===== src/rtl/pixel_pair_packer_if.sv =====
// Pixel stream in / pixel-pair stream out bundle for pixel_pair_packer.
// slave = the packer, master = the pixel source and pair consumer.
interface pixel_pair_packer_if #(
  parameter int unsigned PIXEL_WIDTH = 8,
  parameter int unsigned OUT_WIDTH   = 16
);
  logic [PIXEL_WIDTH-1:0] PIX_DATA;
  logic                   PIX_VALID;
  logic                   PIX_SOF;
  logic                   PIX_READY;
  logic [OUT_WIDTH-1:0]   O_0;
  logic [OUT_WIDTH-1:0]   O_1;
  logic                   WE;
  logic                   READY;
  logic                   O_SOF;
  logic                   O_LAST;
  logic [15:0]            DROP_COUNT;

  modport slave (
    input  PIX_DATA, PIX_VALID, PIX_SOF, READY,
    output PIX_READY, O_0, O_1, WE, O_SOF, O_LAST, DROP_COUNT
  );

  modport master (
    output PIX_DATA, PIX_VALID, PIX_SOF, READY,
    input  PIX_READY, O_0, O_1, WE, O_SOF, O_LAST, DROP_COUNT
  );
endinterface


===== src/rtl/pixel_pair_packer.sv =====
// Pairs a serial pixel stream into zero-extended two-lane words through a small FIFO,
// with frame/group markers. Define PAIR_PACKER_STATS_EN to build the drop counter.
module pixel_pair_packer #(
  parameter int unsigned PIXEL_WIDTH     = 8,
  parameter int unsigned OUT_WIDTH       = 16,
  parameter int unsigned PAIRS_PER_GROUP = 4,
  parameter int unsigned FIFO_DEPTH      = 4
) (
  input  logic                   CLK,
  input  logic                   RESETN,
  pixel_pair_packer_if.slave     bus
);
  localparam int unsigned ADDR_W = $clog2(FIFO_DEPTH);
  localparam int unsigned OCC_W  = ADDR_W + 1;
  localparam int unsigned CNT_W  = (PAIRS_PER_GROUP > 1) ? $clog2(PAIRS_PER_GROUP) : 1;

  typedef enum logic {EMPTY, HALF} state_t;

  state_t                 state, state_d;
  logic [PIXEL_WIDTH-1:0] held, held_d;
  logic                   held_sof, held_sof_d;
  logic                   push;

  logic [PIXEL_WIDTH-1:0] mem0 [FIFO_DEPTH];
  logic [PIXEL_WIDTH-1:0] mem1 [FIFO_DEPTH];
  logic                   mem_sof [FIFO_DEPTH];
  logic [ADDR_W-1:0]      wr_ptr, rd_ptr;
  logic [OCC_W-1:0]       occ;
  logic [CNT_W-1:0]       grp_cnt;

  logic             we, full, pop, accept, head_sof;
  logic [CNT_W-1:0] eff_cnt, eff_cnt_next;

  assign we       = (occ != '0);
  assign full     = (occ == OCC_W'(FIFO_DEPTH));
  assign pop      = we & bus.READY;
  assign accept   = bus.PIX_VALID & bus.PIX_READY;
  assign head_sof = we & mem_sof[rd_ptr];

  // A full FIFO only blocks the pixel that would complete a pair, unless a pop frees a slot.
  assign bus.PIX_READY = (state == EMPTY) | ~full | pop;

  // Pairing state and held first pixel
  always_ff @(posedge CLK or negedge RESETN) begin
    if (!RESETN) begin
      state    <= EMPTY;
      held     <= '0;
      held_sof <= 1'b0;
    end else begin
      state    <= state_d;
      held     <= held_d;
      held_sof <= held_sof_d;
    end
  end

  // Next-state: a SOF pixel arriving in HALF restarts the pair and drops the held pixel.
  always_comb begin
    state_d    = state;
    held_d     = held;
    held_sof_d = held_sof;
    push       = 1'b0;
    case (state)
      EMPTY: begin
        if (accept) begin
          held_d     = bus.PIX_DATA;
          held_sof_d = bus.PIX_SOF;
          state_d    = HALF;
        end
      end
      HALF: begin
        if (accept) begin
          if (bus.PIX_SOF) begin
            held_d     = bus.PIX_DATA;
            held_sof_d = 1'b1;
          end else begin
            push    = 1'b1;
            state_d = EMPTY;
          end
        end
      end
      default: state_d = EMPTY;
    endcase
  end

  // Pair storage; contents are qualified by occupancy so no reset is needed.
  always_ff @(posedge CLK) begin
    if (push) begin
      mem0[wr_ptr]    <= held;
      mem1[wr_ptr]    <= bus.PIX_DATA;
      mem_sof[wr_ptr] <= held_sof;
    end
  end

  always_ff @(posedge CLK or negedge RESETN) begin
    if (!RESETN) begin
      wr_ptr <= '0;
      rd_ptr <= '0;
      occ    <= '0;
    end else begin
      if (push) wr_ptr <= wr_ptr + ADDR_W'(1);
      if (pop)  rd_ptr <= rd_ptr + ADDR_W'(1);
      case ({push, pop})
        2'b10:   occ <= occ + OCC_W'(1);
        2'b01:   occ <= occ - OCC_W'(1);
        default: occ <= occ;
      endcase
    end
  end

  // A frame-start head always counts as position 0 of its group.
  assign eff_cnt      = head_sof ? '0 : grp_cnt;
  assign eff_cnt_next = (eff_cnt == CNT_W'(PAIRS_PER_GROUP - 1)) ? '0 : eff_cnt + CNT_W'(1);

  always_ff @(posedge CLK or negedge RESETN) begin
    if (!RESETN) grp_cnt <= '0;
    else if (pop) grp_cnt <= eff_cnt_next;
  end

  assign bus.WE     = we;
  assign bus.O_0    = we ? OUT_WIDTH'(mem0[rd_ptr]) : '0;
  assign bus.O_1    = we ? OUT_WIDTH'(mem1[rd_ptr]) : '0;
  assign bus.O_SOF  = head_sof;
  assign bus.O_LAST = we & (eff_cnt == CNT_W'(PAIRS_PER_GROUP - 1));

`ifdef PAIR_PACKER_STATS_EN
  logic        drop;
  logic [15:0] drop_cnt;

  assign drop = (state == HALF) & accept & bus.PIX_SOF;

  // Saturating count of discarded half-pairs
  always_ff @(posedge CLK or negedge RESETN) begin
    if (!RESETN) drop_cnt <= '0;
    else if (drop && drop_cnt != 16'hFFFF) drop_cnt <= drop_cnt + 16'd1;
  end

  assign bus.DROP_COUNT = drop_cnt;
`else
  assign bus.DROP_COUNT = '0;
`endif

endmodule


===== src/flat_wrapper.sv =====
// flat-port wrapper written by rule: the top's interface ports become plain ports
module pixel_pair_packer_flat 
#(
  parameter int unsigned PIXEL_WIDTH     = 8,
  parameter int unsigned OUT_WIDTH       = 16,
  parameter int unsigned PAIRS_PER_GROUP = 4,
  parameter int unsigned FIFO_DEPTH      = 4
)
  (CLK, RESETN, bus_PIX_DATA, bus_PIX_VALID, bus_PIX_SOF, bus_READY, bus_PIX_READY, bus_O_0, bus_O_1, bus_WE, bus_O_SOF, bus_O_LAST, bus_DROP_COUNT);
  pixel_pair_packer_if #(.PIXEL_WIDTH(PIXEL_WIDTH), .OUT_WIDTH(OUT_WIDTH)) bus_i ();
  input  logic CLK;
  input  logic RESETN;
  input wire logic [$bits(bus_i.PIX_DATA)-1:0] bus_PIX_DATA;
  input wire logic [$bits(bus_i.PIX_VALID)-1:0] bus_PIX_VALID;
  input wire logic [$bits(bus_i.PIX_SOF)-1:0] bus_PIX_SOF;
  input wire logic [$bits(bus_i.READY)-1:0] bus_READY;
  output wire logic [$bits(bus_i.PIX_READY)-1:0] bus_PIX_READY;
  output wire logic [$bits(bus_i.O_0)-1:0] bus_O_0;
  output wire logic [$bits(bus_i.O_1)-1:0] bus_O_1;
  output wire logic [$bits(bus_i.WE)-1:0] bus_WE;
  output wire logic [$bits(bus_i.O_SOF)-1:0] bus_O_SOF;
  output wire logic [$bits(bus_i.O_LAST)-1:0] bus_O_LAST;
  output wire logic [$bits(bus_i.DROP_COUNT)-1:0] bus_DROP_COUNT;
  assign bus_i.PIX_DATA = bus_PIX_DATA;
  assign bus_i.PIX_VALID = bus_PIX_VALID;
  assign bus_i.PIX_SOF = bus_PIX_SOF;
  assign bus_i.READY = bus_READY;
  assign bus_PIX_READY = bus_i.PIX_READY;
  assign bus_O_0 = bus_i.O_0;
  assign bus_O_1 = bus_i.O_1;
  assign bus_WE = bus_i.WE;
  assign bus_O_SOF = bus_i.O_SOF;
  assign bus_O_LAST = bus_i.O_LAST;
  assign bus_DROP_COUNT = bus_i.DROP_COUNT;
  pixel_pair_packer #(.PIXEL_WIDTH(PIXEL_WIDTH), .OUT_WIDTH(OUT_WIDTH), .PAIRS_PER_GROUP(PAIRS_PER_GROUP), .FIFO_DEPTH(FIFO_DEPTH)) u_core (.CLK(CLK), .RESETN(RESETN), .bus(bus_i));
endmodule

===== config.mk =====
export PLATFORM = sky130hd
export DESIGN_NAME = pixel_pair_packer_flat
export DESIGN_NICKNAME = d
export VERILOG_FILES = /design/src/rtl/pixel_pair_packer_if.sv /design/src/rtl/pixel_pair_packer.sv /design/src/flat_wrapper.sv
export SDC_FILE = /design/constraint.sdc
export NUM_CORES = 1
export LEC_CHECK = 0
export ABC_AREA = 1
export CAP_MARGIN = 20
export CORE_MARGIN = 2
export CORE_UTILIZATION = 45
export CTS_CLUSTER_SIZE = 10
export DETAILED_ROUTE_END_ITERATION = 16
export GPL_ROUTABILITY_DRIVEN = 0
export GPL_TIMING_DRIVEN = 0
export PLACE_DENSITY = 0.69
export SYNTH_ARGS = -nofsm -noshare
export SYNTH_HDL_FRONTEND = slang
export SYNTH_SLANG_ARGS = --single-unit

===== constraint.sdc =====
create_clock -name CLK -period 2.3 [get_ports CLK]
set_input_delay 0.69 -clock CLK [delete_from_list [all_inputs] [get_ports CLK]]
set_output_delay 0.69 -clock CLK [all_outputs]
set_load 0.05 [all_outputs]

==> flow_metrics.tcl <==
set metrics [dict create \
    outcome "finished with violations" \
    violations "negative setup slack" \
    drcViolationCount 0 \
    ant_nets 0 \
    h-tree-depth 3 \
    synth_xor_xnor_area_share 0.00674 \
    path_clk_slew_ns 0.08 \
    crit_type "reg2out" \
    start_util 0.470 \
    setup_violations 16 \
    die_x_um 97.1 \
    fin_nets 457 \
    synth_top_family_by_area "simple AND/OR/NAND/NOR gates" \
    grt_pass1_vias 2376 \
    crit_path_frequent_cell "nand2_4" \
    routed_wl_mm 7.89 \
    crit_path_start_kind "flip-flop" \
    firstDrtPassIters 4 \
    clock_latency_ns 0.36 \
    fin_ws_ns -0.165 \
    syn_inst 347 \
    report.final.slew_viol_count 0 \
    rows 33 \
    synth_compound_area_frac 0.0885 \
    overflow 0 \
    rrSetupSlack_ns 0.16 \
    seq_area_frac_synth 0.645 \
    path_depth 12 \
    min-delay-path-class "reg2reg" \
    critPathRequiredTime_ns 1.61 \
    end_kind "output pin" \
    top_layer_used "met4" \
    grt_use_total 0.177 \
    cts-root-buf "clkbuf_8" \
    critPathArrivalTime_ns 1.78 \
    cts_tree "done" \
    peakVddDrop_mv 0.895 \
    drive_above_1_share 0.328 \
    max_freq_mhz 406 \
    fin_cells 547 \
    fin_total_pwr_mw 7.03 \
    r2r_cells 10 \
    die_area_um2 9430 \
    cp_slowest_cell "dfrtp_1" \
    cts-buffers-inserted 9 \
    synthAdderAreaFrac 0.0244 \
    dr.first_iter.drc_count 163 \
    ios 65 \
    routed_via_density 4.62 \
    ys_seq_elements 87 \
    grt_antenna_before_repair 0 \
    crit_path_max_fanout 7 \
    io_buffers 32 \
    endpoint "bus_O_LAST" \
    syn-cell-area_um2 3900 \
    fin_util 0.608 \
    grt_pass1_wl_mm 12.5 \
    r2r_end "u_core.occ[2]$_DFFE_PN0P_" \
    cp_top_family "buffers and inverters" \
    hold_viol 0 \
    relSlewSlack 0.370 \
    critPathBufInv 5 \
    power.density_nw_per_um2 1390 \
    p_leak_nw 2.10 \
    tightestPinTransition_ns 0.942 \
    grt_max_degree 20 \
    post-place-cells 519 \
    fin_skew_ns 0.00491 \
    cap_violations 0 \
    worstPathCellList "buf_6 > inv_8 > nand2_4 > nand3_2 > nand2_2 > nand2_4 > clkinvlp_4 > nor2_2 > ha_2 > inv_2 > nor2_4 > buf_8" \
    cts_sinks 87 \
    r2r_start "u_core.occ[0]$_DFFE_PN0P_" \
    slowest_delay_ns 0.38 \
    die_y_um 97.1 \
    finalCritPeriodShare 1.07 \
    yosys_warnings 0 \
    hpwl_mm 5.14 \
    route.met3.wl_um 691 \
    syn2layout_area_growth_pct 29.4 \
    clockBufferDepth 2 \
    wl_per_cell_um 14.4 \
    synthDistinctLibCells 24 \
    avgSynthCellArea_um2 11.2 \
    startpoint "u_core.rd_ptr[0]$_DFFE_PN0P_" \
    period_needed_ns 2.47 \
    wl_met1_mm 3.17 \
    dr_wl_met2_mm 3.90 \
    tns_ns -0.919 \
    core_um2 8300 \
    grt_setup_unrepaired "true" \
    synthMuxAreaShare 0 \
    n_antenna_cell 0 \
    vias 2525 \
    yosys.area_share.simple 0.119 \
]
[worst min path at each step]
stage                                       start                            end  slack [ns]  cells past startpoint
CTS                 u_core.grp_cnt[0]$_DFFE_PN0P_  u_core.grp_cnt[0]$_DFFE_PN0P_        0.49                      2
floorplan                                  RESETN  u_core.grp_cnt[0]$_DFFE_PN0P_        0.39                      0
global placement    u_core.grp_cnt[0]$_DFFE_PN0P_  u_core.grp_cnt[0]$_DFFE_PN0P_        0.46                      2
detailed placement  u_core.grp_cnt[0]$_DFFE_PN0P_  u_core.grp_cnt[0]$_DFFE_PN0P_        0.47                      2
global route        u_core.grp_cnt[0]$_DFFE_PN0P_  u_core.grp_cnt[0]$_DFFE_PN0P_        0.51                      2
finish              u_core.grp_cnt[0]$_DFFE_PN0P_  u_core.grp_cnt[0]$_DFFE_PN0P_        0.49                      2
[synthesized netlist by cell type, drive strengths merged]
cell,number,area share
clkbuf,3,0.0038
nand4,1,0.0032
buf,41,0.080
o21ai,46,0.067
conb,1,0.00096
ha,6,0.019
xor2,2,0.0045
fa,1,0.0051
a21oi,17,0.022
nand3,4,0.012
edfxtp,68,0.52
xnor2,1,0.0022
nor2,76,0.074
nand2,29,0.030
inv,32,0.031
dfrtp,19,0.12
[placed cells by master (no fill, tap or decap), types with 4 or more instances in the layout]
cell / Yosys / routed
edfxtp_1: 68 / 68
nor2_1: 74 / 66
buf_4: 37 / 49
o21ai_1: 28 / 32
conb_1: 1 / 32
inv_1: 27 / 25
nand2_1: 26 / 22
dfrtp_1: 19 / 19
buf_6: 0 / 16
a21oi_2: 0 / 12
clkdlybuf4s50_1: 0 / 11
clkbuf_8: 0 / 10
o21ai_2: 8 / 8
buf_8: 0 / 7
nor2_2: 2 / 7
o21ai_0: 10 / 6
a21oi_1: 17 / 5
ha_1: 6 / 5
nand2_2: 3 / 4
[sequential cells by signal, summed over array words and instances, names as in the netlist]
| name | flops |
|---|---|
| u_core.rd_ptr | 2 |
| u_core.mem1 | 32 |
| u_core.occ | 3 |
| u_core.mem_sof | 4 |
| u_core.held_sof | 1 |
| u_core.state | 1 |
| u_core.grp_cnt | 2 |
| u_core.mem0 | 32 |
| u_core.held | 8 |
| u_core.wr_ptr | 2 |
[per-stage QoR]
stage | hold WS (ns) | area (µm²) | setup slack [ns]
3_5_place_dp | 0.471 | 4600 | -0.609
2_1_floorplan | 0.394 | 4090 | -0.0804
5_1_grt | 0.508 | 5050 | -0.285
6_report | 0.487 | 5050 | -0.165
3_3_place_gp | 0.464 | 4540 | -0.994
4_1_cts | 0.492 | 4970 | -0.203
[where the power goes]
group	internal, mW	switching (mW)
Clock	0.512	0.567
Sequential	1.97	0.134
Combinational	1.40	2.45
[kinds of logic after synthesis]
group / count (synthesis)
fa+ha+maj: 7
flops: 87
other cells: 1
compound gates: 63
xor+xnor: 3
buf+inv: 76
simple gates: 110
[what timing repair did]
| action | 4_1_cts | 5_1_grt |
|---|---|---|
| gates cloned | 0 | 1 |
| hold buffers | 0 | 0 |
| pin swaps | 7 | 7 |
| gates resized for setup | 162 | 10 |
| setup endpoints to repair | 21 | 18 |
| hold endpoints to repair | 0 | 0 |
| setup buffers | 9 | 2 |
[worst min-delay path: stages, from the launching register on]
cell,delay (ns)
dfrtp_1,0.35
nand2_1,0.05
nand2_1,0.05
[final cells by class]
cell class | instances | area (µm²)
tap | 105 | 131
clock inverter | 7 | 80.1
buffer | 44 | 392
fill | 663 | 3250
inverter | 32 | 136
timing repair buffer | 48 | 488
clock buffer | 9 | 124
sequential | 87 | 2520
multi-input combinational | 215 | 1180
[layer usage]
layer | up-vias | global-route usage
met5 | - | 0
met3 | 11 | 0.0353
met2 | 105 | 0.288
met4 | 0 | 0.0791
met1 | 1141 | 0.231
li1 | 1268 | -
Note: power is estimated with default switching activity, not from simulation.
